--- src/rtl/muldiv_sequencer.sv ---
// Iterative RV32M multiply/divide sequencer: radix-2 shift-add multiply and
// restoring divide, with sign fix-up and a pipeline stall while running.
module muldiv_sequencer #(
  parameter int unsigned XLEN = 32
) (
  input  logic            clk,
  input  logic            rst_n,
  input  logic            start,
  input  logic [2:0]      func3,
  input  logic [XLEN-1:0] op_a,
  input  logic [XLEN-1:0] op_b,
  input  logic [4:0]      rd_in,
  input  logic            flush,
  output logic            stall,
  output logic            busy,
  output logic            result_valid,
  output logic [XLEN-1:0] result,
  output logic [4:0]      rd_out
);

  localparam int unsigned CNT_W = $clog2(XLEN) + 1;
  localparam int unsigned AW    = 2 * XLEN;
  localparam logic [XLEN-1:0] INT_MIN = {1'b1, {(XLEN-1){1'b0}}};

  typedef enum logic [1:0] {IDLE, CALC, FIX, DONE} state_e;

  state_e            state_q, state_d;
  logic [AW-1:0]     acc_q;
  logic [XLEN-1:0]   opnd_q;
  logic              neg_a_q, neg_b_q;
  logic [2:0]        func3_q;
  logic [4:0]        rd_q;
  logic [CNT_W-1:0]  cnt_q;
  logic [XLEN-1:0]   result_q;
  logic [4:0]        rd_out_q;
  logic              busy_q, busy_d;
  logic              valid_q, valid_d;

  // Request decode, evaluated directly on the inputs while IDLE
  logic            is_div, sign_a, sign_b, neg_a_in, neg_b_in;
  logic            div_zero, ovf, special, accept;
  logic [XLEN-1:0] mag_a, mag_b, special_res;

  always_comb begin
    is_div   = func3[2];
    sign_a   = (func3 == 3'b001) || (func3 == 3'b010) || (func3 == 3'b100) || (func3 == 3'b110);
    sign_b   = (func3 == 3'b001) || (func3 == 3'b100) || (func3 == 3'b110);
    neg_a_in = sign_a & op_a[XLEN-1];
    neg_b_in = sign_b & op_b[XLEN-1];
    mag_a    = neg_a_in ? -op_a : op_a;
    mag_b    = neg_b_in ? -op_b : op_b;
    div_zero = is_div && (op_b == '0);
    ovf      = ((func3 == 3'b100) || (func3 == 3'b110)) && (op_a == INT_MIN) && (op_b == '1);
    special  = div_zero || ovf;
    if (div_zero) special_res = func3[1] ? op_a : '1;
    else          special_res = func3[1] ? '0 : INT_MIN;
    accept   = (state_q == IDLE) && start && !flush;
  end

  // State register
  always_ff @(posedge clk or negedge rst_n) begin
    if (!rst_n) state_q <= IDLE;
    else        state_q <= state_d;
  end

  // Next-state logic; flush overrides everything
  always_comb begin
    state_d = state_q;
    case (state_q)
      IDLE:    if (accept) state_d = special ? DONE : CALC;
      CALC:    if (cnt_q == CNT_W'(XLEN - 1)) state_d = FIX;
      FIX:     state_d = DONE;
      DONE:    state_d = IDLE;
      default: state_d = IDLE;
    endcase
    if (flush) state_d = IDLE;
  end

  // Output decode: stall is combinational, busy/valid are registered from state_d
  always_comb begin
    stall   = !flush && ((start && (state_q == IDLE)) || (state_q == CALC) || (state_q == FIX));
    busy_d  = (state_d == CALC) || (state_d == FIX);
    valid_d = (state_d == DONE);
  end

  // One iteration of shift-add multiply and restoring divide, plus sign fix-up
  logic [XLEN:0]   mul_sum, div_trial;
  logic [AW-1:0]   mul_next, div_next, prod;
  logic [XLEN-1:0] quot, rem, fix_res;

  always_comb begin
    mul_sum   = {1'b0, acc_q[AW-1:XLEN]} + (acc_q[0] ? {1'b0, opnd_q} : '0);
    mul_next  = {mul_sum, acc_q[XLEN-1:1]};
    div_trial = acc_q[AW-1:XLEN-1] - {1'b0, opnd_q};
    if (!div_trial[XLEN]) div_next = {div_trial[XLEN-1:0], acc_q[XLEN-2:0], 1'b1};
    else                  div_next = {acc_q[AW-2:0], 1'b0};
    prod = (neg_a_q ^ neg_b_q) ? -acc_q : acc_q;
    quot = (neg_a_q ^ neg_b_q) ? -acc_q[XLEN-1:0] : acc_q[XLEN-1:0];
    rem  = neg_a_q ? -acc_q[AW-1:XLEN] : acc_q[AW-1:XLEN];
    if (func3_q[2])                fix_res = func3_q[1] ? rem : quot;
    else if (func3_q[1:0] == 2'b00) fix_res = prod[XLEN-1:0];
    else                           fix_res = prod[AW-1:XLEN];
  end

  // Datapath and registered outputs
  always_ff @(posedge clk or negedge rst_n) begin
    if (!rst_n) begin
      acc_q    <= '0;
      opnd_q   <= '0;
      neg_a_q  <= 1'b0;
      neg_b_q  <= 1'b0;
      func3_q  <= '0;
      rd_q     <= '0;
      cnt_q    <= '0;
      result_q <= '0;
      rd_out_q <= '0;
      busy_q   <= 1'b0;
      valid_q  <= 1'b0;
    end else begin
      busy_q  <= busy_d;
      valid_q <= valid_d;
      if (accept) begin
        func3_q <= func3;
        rd_q    <= rd_in;
        neg_a_q <= neg_a_in;
        neg_b_q <= neg_b_in;
        opnd_q  <= is_div ? mag_b : mag_a;
        acc_q   <= {{XLEN{1'b0}}, (is_div ? mag_a : mag_b)};
        cnt_q   <= '0;
        if (special && state_d == DONE) begin
          result_q <= special_res;
          rd_out_q <= rd_in;
        end
      end
      if (state_q == CALC) begin
        acc_q <= func3_q[2] ? div_next : mul_next;
        cnt_q <= cnt_q + CNT_W'(1);
      end
      if (state_q == FIX && state_d == DONE) begin
        result_q <= fix_res;
        rd_out_q <= rd_q;
      end
    end
  end

  assign busy         = busy_q;
  assign result_valid = valid_q;
  assign result       = result_q;
  assign rd_out       = rd_out_q;

endmodule

--- config.mk ---
export PLATFORM = sky130hd
export DESIGN_NAME = muldiv_sequencer
export DESIGN_NICKNAME = d
export VERILOG_FILES = /design/src/rtl/muldiv_sequencer.sv
export SDC_FILE = /design/constraint.sdc
export NUM_CORES = 1
export LEC_CHECK = 0
export CAP_MARGIN = 5
export CELL_PAD_IN_SITES_DETAIL_PLACEMENT = 0
export CELL_PAD_IN_SITES_GLOBAL_PLACEMENT = 1
export CORE_ASPECT_RATIO = 1.75
export CORE_UTILIZATION = 40
export CTS_CLUSTER_SIZE = 14
export DETAILED_ROUTE_END_ITERATION = 7
export HOLD_SLACK_MARGIN = 0.08
export PLACE_DENSITY = 0.83
export SETUP_SLACK_MARGIN = 0.15
export SYNTH_ARGS = -nofsm -noshare
export SYNTH_HDL_FRONTEND = slang
export SYNTH_SLANG_ARGS = --single-unit
--- constraint.sdc ---
create_clock -name clk -period 5.71 [get_ports clk]
set_clock_uncertainty 0.2 [all_clocks]
set_input_delay 1.713 -clock clk [delete_from_list [all_inputs] [get_ports clk]]
set_output_delay 1.713 -clock clk [all_outputs]
set_load 0.02 [all_outputs]
# Word level (Yosys, flattened, before mapping)
# Cells that the tools add are included.
# word_totals
input_bits	76
out_inout_bits	40
ff_bits	153
# op_classes
n_reduce_logical	26
n_mux	31
bitwise	3
eq_ne	13
add_sub_neg	8
# op_table
op	n
32-bit 2-to-1 mux	16
64-bit 2-to-1 mux	5
32-bit negation	4
32-bit == test (second input constant)	2
64-bit negation	1
32-bit by 32-bit adder with 33-bit output	1
33-bit by 32-bit subtractor with 33-bit output	1
32-bit zero test	1
5-bit 2-to-1 mux	3
6-bit 2-to-1 mux	2
1-bit logical OR	10
2-bit == test (second input constant)	4
1-bit logical AND	8
2-bit 2-to-1 mux	4
2-bit case mux with 4 select lines	1
6-bit by 1-bit adder with 6-bit output (second input constant)	1
3-bit == test (second input constant)	2
6-bit by 5-bit == test with 1-bit output (second input constant)	1
2-bit nonzero test	3
2-bit by 1-bit == test with 1-bit output (second input constant)	2
2-bit zero test	2
3-bit by 1-bit == test with 1-bit output (second input constant)	1
3-bit by 2-bit == test with 1-bit output (second input constant)	1
1-bit AND	2
3 further kinds	3

# Depth between registers and ports, before layout
# Gate-level depths: netlist (run 1).
# depth
ltp_word	14
mapped_depth	19
ltp_nobuf	18

# Worst setup path after synthesis (run 1)
# No wires, ideal clock.
# synth_timing
path_kind	input to register
from	input port op_a[3]
to	register result_q[15] (netlist: result[15])
path_buffers	1
setup_slack_ns	0.395
cell_stages	17
arrival_time_ns	5.025
path_cell_list	nor3_1 -> nand2_1 -> nor3_1 -> nand3_1 -> nor4_4 -> nand2_1 -> o31ai_2 -> a21oi_1 -> o32a_1 -> nor2_1 -> ha_1 -> nand2_1 -> or2_2 -> clkbuf_1 -> nor2_1 -> o211ai_1 -> o2111ai_1
# synth_between
elab_chain_cells	12
# synth_lines
element	line	rtl
start, declared	10	input logic [XLEN-1:0] op_a,
32-bit == test (*)	53	ovf = ((func3 == 3'b100) || (func3 == 3'b110)) && (op_a == INT_MIN) && (op_b == '1);
1-bit logical AND (*) (2 in series)	53	
1-bit logical OR (*)	54	special = div_zero || ovf;
2-bit 2-to-1 mux (*) (2 in series)	70	IDLE: if (accept) state_d = special ? DONE : CALC;
2-bit case mux with 4 select lines (*)	69	case (state_q)
2-bit 2-to-1 mux (*)	76	if (flush) state_d = IDLE;
net state_d[1]	27	state_e state_q, state_d;
2-bit == test (*)	--	
net valid_d	37	logic valid_q, valid_d;
1-bit logical AND (on tied branches)	130, 139	
2-bit nonzero test (no line)	--	
2-bit AND reduction (no line)	--	
end signal, assigned	131	result_q <= special_res;
end signal, assigned	140	result_q <= fix_res;
end, declared	34	logic [XLEN-1:0] result_q;
# Mark *: on every way through the listed nets, which the timed path passes. The rest lies on a longest branch.
# A chain may end at the register's enable or synchronous reset.

# Worst setup path in the final report (run 1)
# layout_timing
from	input port op_a[3]
to	register result_q[26] (netlist: result[26])
# Same word-level chain as after synthesis.

==> impl_results.md, run 1 <==
- Worst hold path type: reg2reg
- Mapped cell area: approximately 15000 µm²
- # Post-CTS Setup Buffers: 0
- Library cell with the highest instance count after synthesis: sky130_fd_sc_hd__nor2_1
- Fillcell total: 3720
- Logic gate share of total power: 60.1%
- Clock network fraction of design power: between 10% and 20%
- Via count of the first global-routing pass: 15200
- Area of the core: 37500 µm²
- Multi-input gate area in the final layout: roughly 11000 µm²
- Insertion delay to the later sink of the worst-skew pair: 0.46 ns
- Max Fclk: ~0.19 GHz
- Final antenna-violating net count: 0
- Inserted Clock Buffers: 17
- Maximum vdd drop: between 0.2 and 0.25 mV
- Total count of max-transition violations in the final report: 0
- Overall track demand over capacity in global routing: between 30 and 40%
- TritonCTS clock tree: done
- First-pass GRT wire length: roughly 88 mm
- Cell depth of the worst min-delay path: 1
- PwrDens: about 420 nW/µm²
- Max capacitance violation total: 0
- Final RePlAce weighted congestion: about 0.96
- Result of the run: finished, final reports clean
- Internal power component: 3740 µW
- Register area share after synthesis: around 25%
- Sw Ratio: between 40% and 50%
- Root Driver: sky130_fd_sc_hd__clkbuf_16
- Number of distinct standard cells referenced by the synthesized netlist: 78
- FF+latch area: 3830 µm²
- Placement row count: 94
- Vias: 15600
- Synth top cells by count: 221 x sky130_fd_sc_hd__nor2_1, 209 x sky130_fd_sc_hd__a21oi_1, 187 x sky130_fd_sc_hd__nand2_1, 163 x sky130_fd_sc_hd__o21ai_0, 153 x sky130_fd_sc_hd__dfrtp_1
- Setup repair after global routing missed its margin: false
- Die Wd: about 150 µm
- Number of standard cells after synthesis: slightly above 2000
- Area growth, synth to finish: 17.3%
- Clock transition time at the flip-flop clock pins of the worst setup and hold paths: around 0.070 ns
- Drt total wl: 57.7 mm
- Placed wire-length estimate: around 46 mm
- Post-layout min period: ~5.4 ns
- Sequential share of power: 24.3%
- Total setup violations reported at the end of the flow: 0
- Number of gates resized after cts: 0
- Kind of critical path: in2reg
- Worst Setup End Kind: flip-flop
- Number of sinks on the clock net: roughly 150
- Synth area leader: sky130_fd_sc_hd__dfrtp_1
- Grt total ovfl: 0
- Leakage dissipation: approximately 0.0075 µW
- Mean cell area of the mapped netlist: 7.51 µm²
- Slew headroom: around 36%
- Overall power after layout: 7460 µW
- Final Hold Vio Count: 0
- Worst setup SP type: input pin
- Count of flip-flops with a built-in enable after synthesis: 0
- Number of storage elements in the synthesis netlist: about 150
- Via/cell ratio: roughly 6.0
- P_sw: approximately 3700 µW
- DIE HEIGHT: about 260 µm
- Maximum number of pins on one net before global-route repair: between 90 and 100
- Effective utilization at floorplan: about two fifths
- FF-to-FF path depth: 14
- Post-Synthesis Net Count: around 2200
- Largest fanout on the critical path: 11
- H-Tree Depth: 4
- Critical Path AT: about 5.6 ns
- Share of flip-flops with an asynchronous set or reset: 100%
- Final cell count without fillers: 2599
- Actual transition at the worst max-transition pin: around 0.97 ns
- Number of I/O port buffers: between 100 and 150
- Area of the die: slightly below 40000 µm²
- Number of DRC violations after detailed-routing iteration 0: 995
- Proportion of netlist area held by the largest area contributor: ~25%
- Share of post-route cells with drive strength above 1: 8.31%
- Hold-fix buffer count after cts: 0
- Synth area leaders: sky130_fd_sc_hd__dfrtp_1 25%, sky130_fd_sc_hd__a21oi_1 6.9%, sky130_fd_sc_hd__xnor2_1 6.2%
- Prevailing post-synth register cell: sky130_fd_sc_hd__dfrtp_1
- Number of inserted diodes: 0
- Tcrit/Tclk final: a little over nine tenths
- Accumulated negative setup slack: 0 ns
- Number of top-level pins: 116
- DRC Markers: 0
- Number of warning messages in the yosys log: 0
- Nets: about 2300
- Initial antenna violation count: 0
- Drt pass-1 iters: 5
- Endpoint required time on the critical path: 5.90 ns
- Average wire per cell in the routed design: 22.2 µm
- Maximum count of clock buffers along a single path: 2
- Placed insts: ~2600
## per-layer routing
metal | track usage (%) | up-vias | share of wire [%]
met2 | 54.6 | 515 | 52
met4 | 19.4 | 0 | 6.5
met5 | 0 | - | 0
li1 | - | 7462 | -
met3 | 2.86 | 156 | 3.5
met1 | 33.3 | 7464 | 38
## layout by cell type (no fill, tap or decap), drive strengths merged, types with 9 or more instances in the layout
cell type,count
xor2,100
a221oi,9
or3,20
inv,76
a221o,11
nand3,37
a21oi,211
xnor2,109
nand2,187
nor3,43
buf,99
nor2,221
nand4,24
o211ai,32
nand2b,28
mux2i,44
o21bai,9
or2,11
dfrtp,153
a21o,41
o31ai,19
clkbuf,17
a211oi,85
clkdlybuf4s50,113
a22oi,23
a31oi,25
nor2b,12
ha,71
o21ai,169
nor4,21
## worst max-delay path, stage by stage
cell and delay (ns):
sky130_fd_sc_hd__clkdlybuf4s50_1 0.43, sky130_fd_sc_hd__nor3_2 0.24, sky130_fd_sc_hd__buf_4 0.15, sky130_fd_sc_hd__nand2_1 0.08, sky130_fd_sc_hd__nor3_2 0.19, sky130_fd_sc_hd__nand3_1 0.22
sky130_fd_sc_hd__nor4_4 0.29, sky130_fd_sc_hd__nand2_1 0.11, sky130_fd_sc_hd__o31ai_2 0.25, sky130_fd_sc_hd__buf_4 0.18, sky130_fd_sc_hd__a21oi_1 0.07, sky130_fd_sc_hd__o32a_1 0.19
sky130_fd_sc_hd__nor2_1 0.15, sky130_fd_sc_hd__ha_1 0.20, sky130_fd_sc_hd__nand2_1 0.08, sky130_fd_sc_hd__or2_2 0.45, sky130_fd_sc_hd__nor2_1 0.19, sky130_fd_sc_hd__buf_4 0.19
sky130_fd_sc_hd__o211ai_1 0.09, sky130_fd_sc_hd__nand4_1 0.12
## power by group through the flow
stage / logic [µW] / clock network (µW) / registers, µW
detailed placement: 4400 / 0 / 1820
global route: 4910 / 1220 / 1850
CTS: 4440 / 1180 / 1800
finish: 4480 / 1170 / 1820
global placement: 4370 / 0 / 1810
floorplan: 3390 / 0 / 1540
## state kept, by name, indices dropped and copies added, names as in the netlist
| name | flops |
|---|---|
| acc_q | 64 |
| busy | 1 |
| cnt_q | 6 |
| func3_q | 3 |
| neg_a_q | 1 |
| neg_b_q | 1 |
| opnd_q | 32 |
| rd_out | 5 |
| rd_q | 5 |
| result | 32 |
| result_valid | 1 |
| state_q | 2 |
## stage by stage
| stage | utilization, % | hold slack [ns] | setup slack, ns | area [µm²] |
|---|---|---|---|---|
| 3_5_place_dp | 45.8 | 0.267 | -0.238 | 17200 |
| 5_1_grt | 47.4 | 0.296 | 0.131 | 17800 |
| 4_1_cts | 47.3 | 0.282 | 0.204 | 17800 |
| 2_1_floorplan | - | 0.244 | 0.395 | 15200 |
| 6_report | 47.4 | 0.277 | 0.315 | 17800 |
| 3_3_place_gp | 45.8 | 0.258 | -0.183 | 17200 |
## path summary, 6_finish.rpt
check	slack, ns	endpoint	from
min in group asynchronous	1.01	cnt_q[0]	rst_n
min reg2reg	0.28	opnd_q[18]	opnd_q[18]
max	0.32	result[26]	op_a[3]
max in group asynchronous	3.43	acc_q[61]	rst_n
max reg2reg	0.93	acc_q[62]	acc_q[0]
min	0.28	opnd_q[18]	opnd_q[18]
## final cells by class
cell class                 instances  share of cell area [%]
tap                              480                    3.38
sequential                       153                    21.5
multi-input combinational       1655                    59.5
inverter                          67                    1.41
clock buffer                      17                    2.39
clock inverter                    15                   0.880
timing repair buffer             212                    10.9
## kinds of logic after synthesis
logic type      count (synthesis)  share of synthesized area [%]
fa+ha+maj                      73                           6.13
simple gates                  636                           19.5
mux                            44                           2.91
buf+inv                       210                           5.36
flops                         153                           25.3
compound gates                693                           28.7
xor+xnor                      209                           12.2
(Power assumes the default switching activity.)
==> run 2: changes to the inputs <==
CTS_CLUSTER_DIAMETER = 80   (was not set)
==> results of run 2 <==
The final DEF is identical to that of run 1; final timing and power are the same.
==> run 3: changes to the inputs <==
SKIP_CTS_REPAIR_TIMING = 1   (was not set)
TNS_END_PERCENT = 5   (was not set)
==> results of run 3 <==
The final DEF is identical to that of run 1; final timing and power are the same.
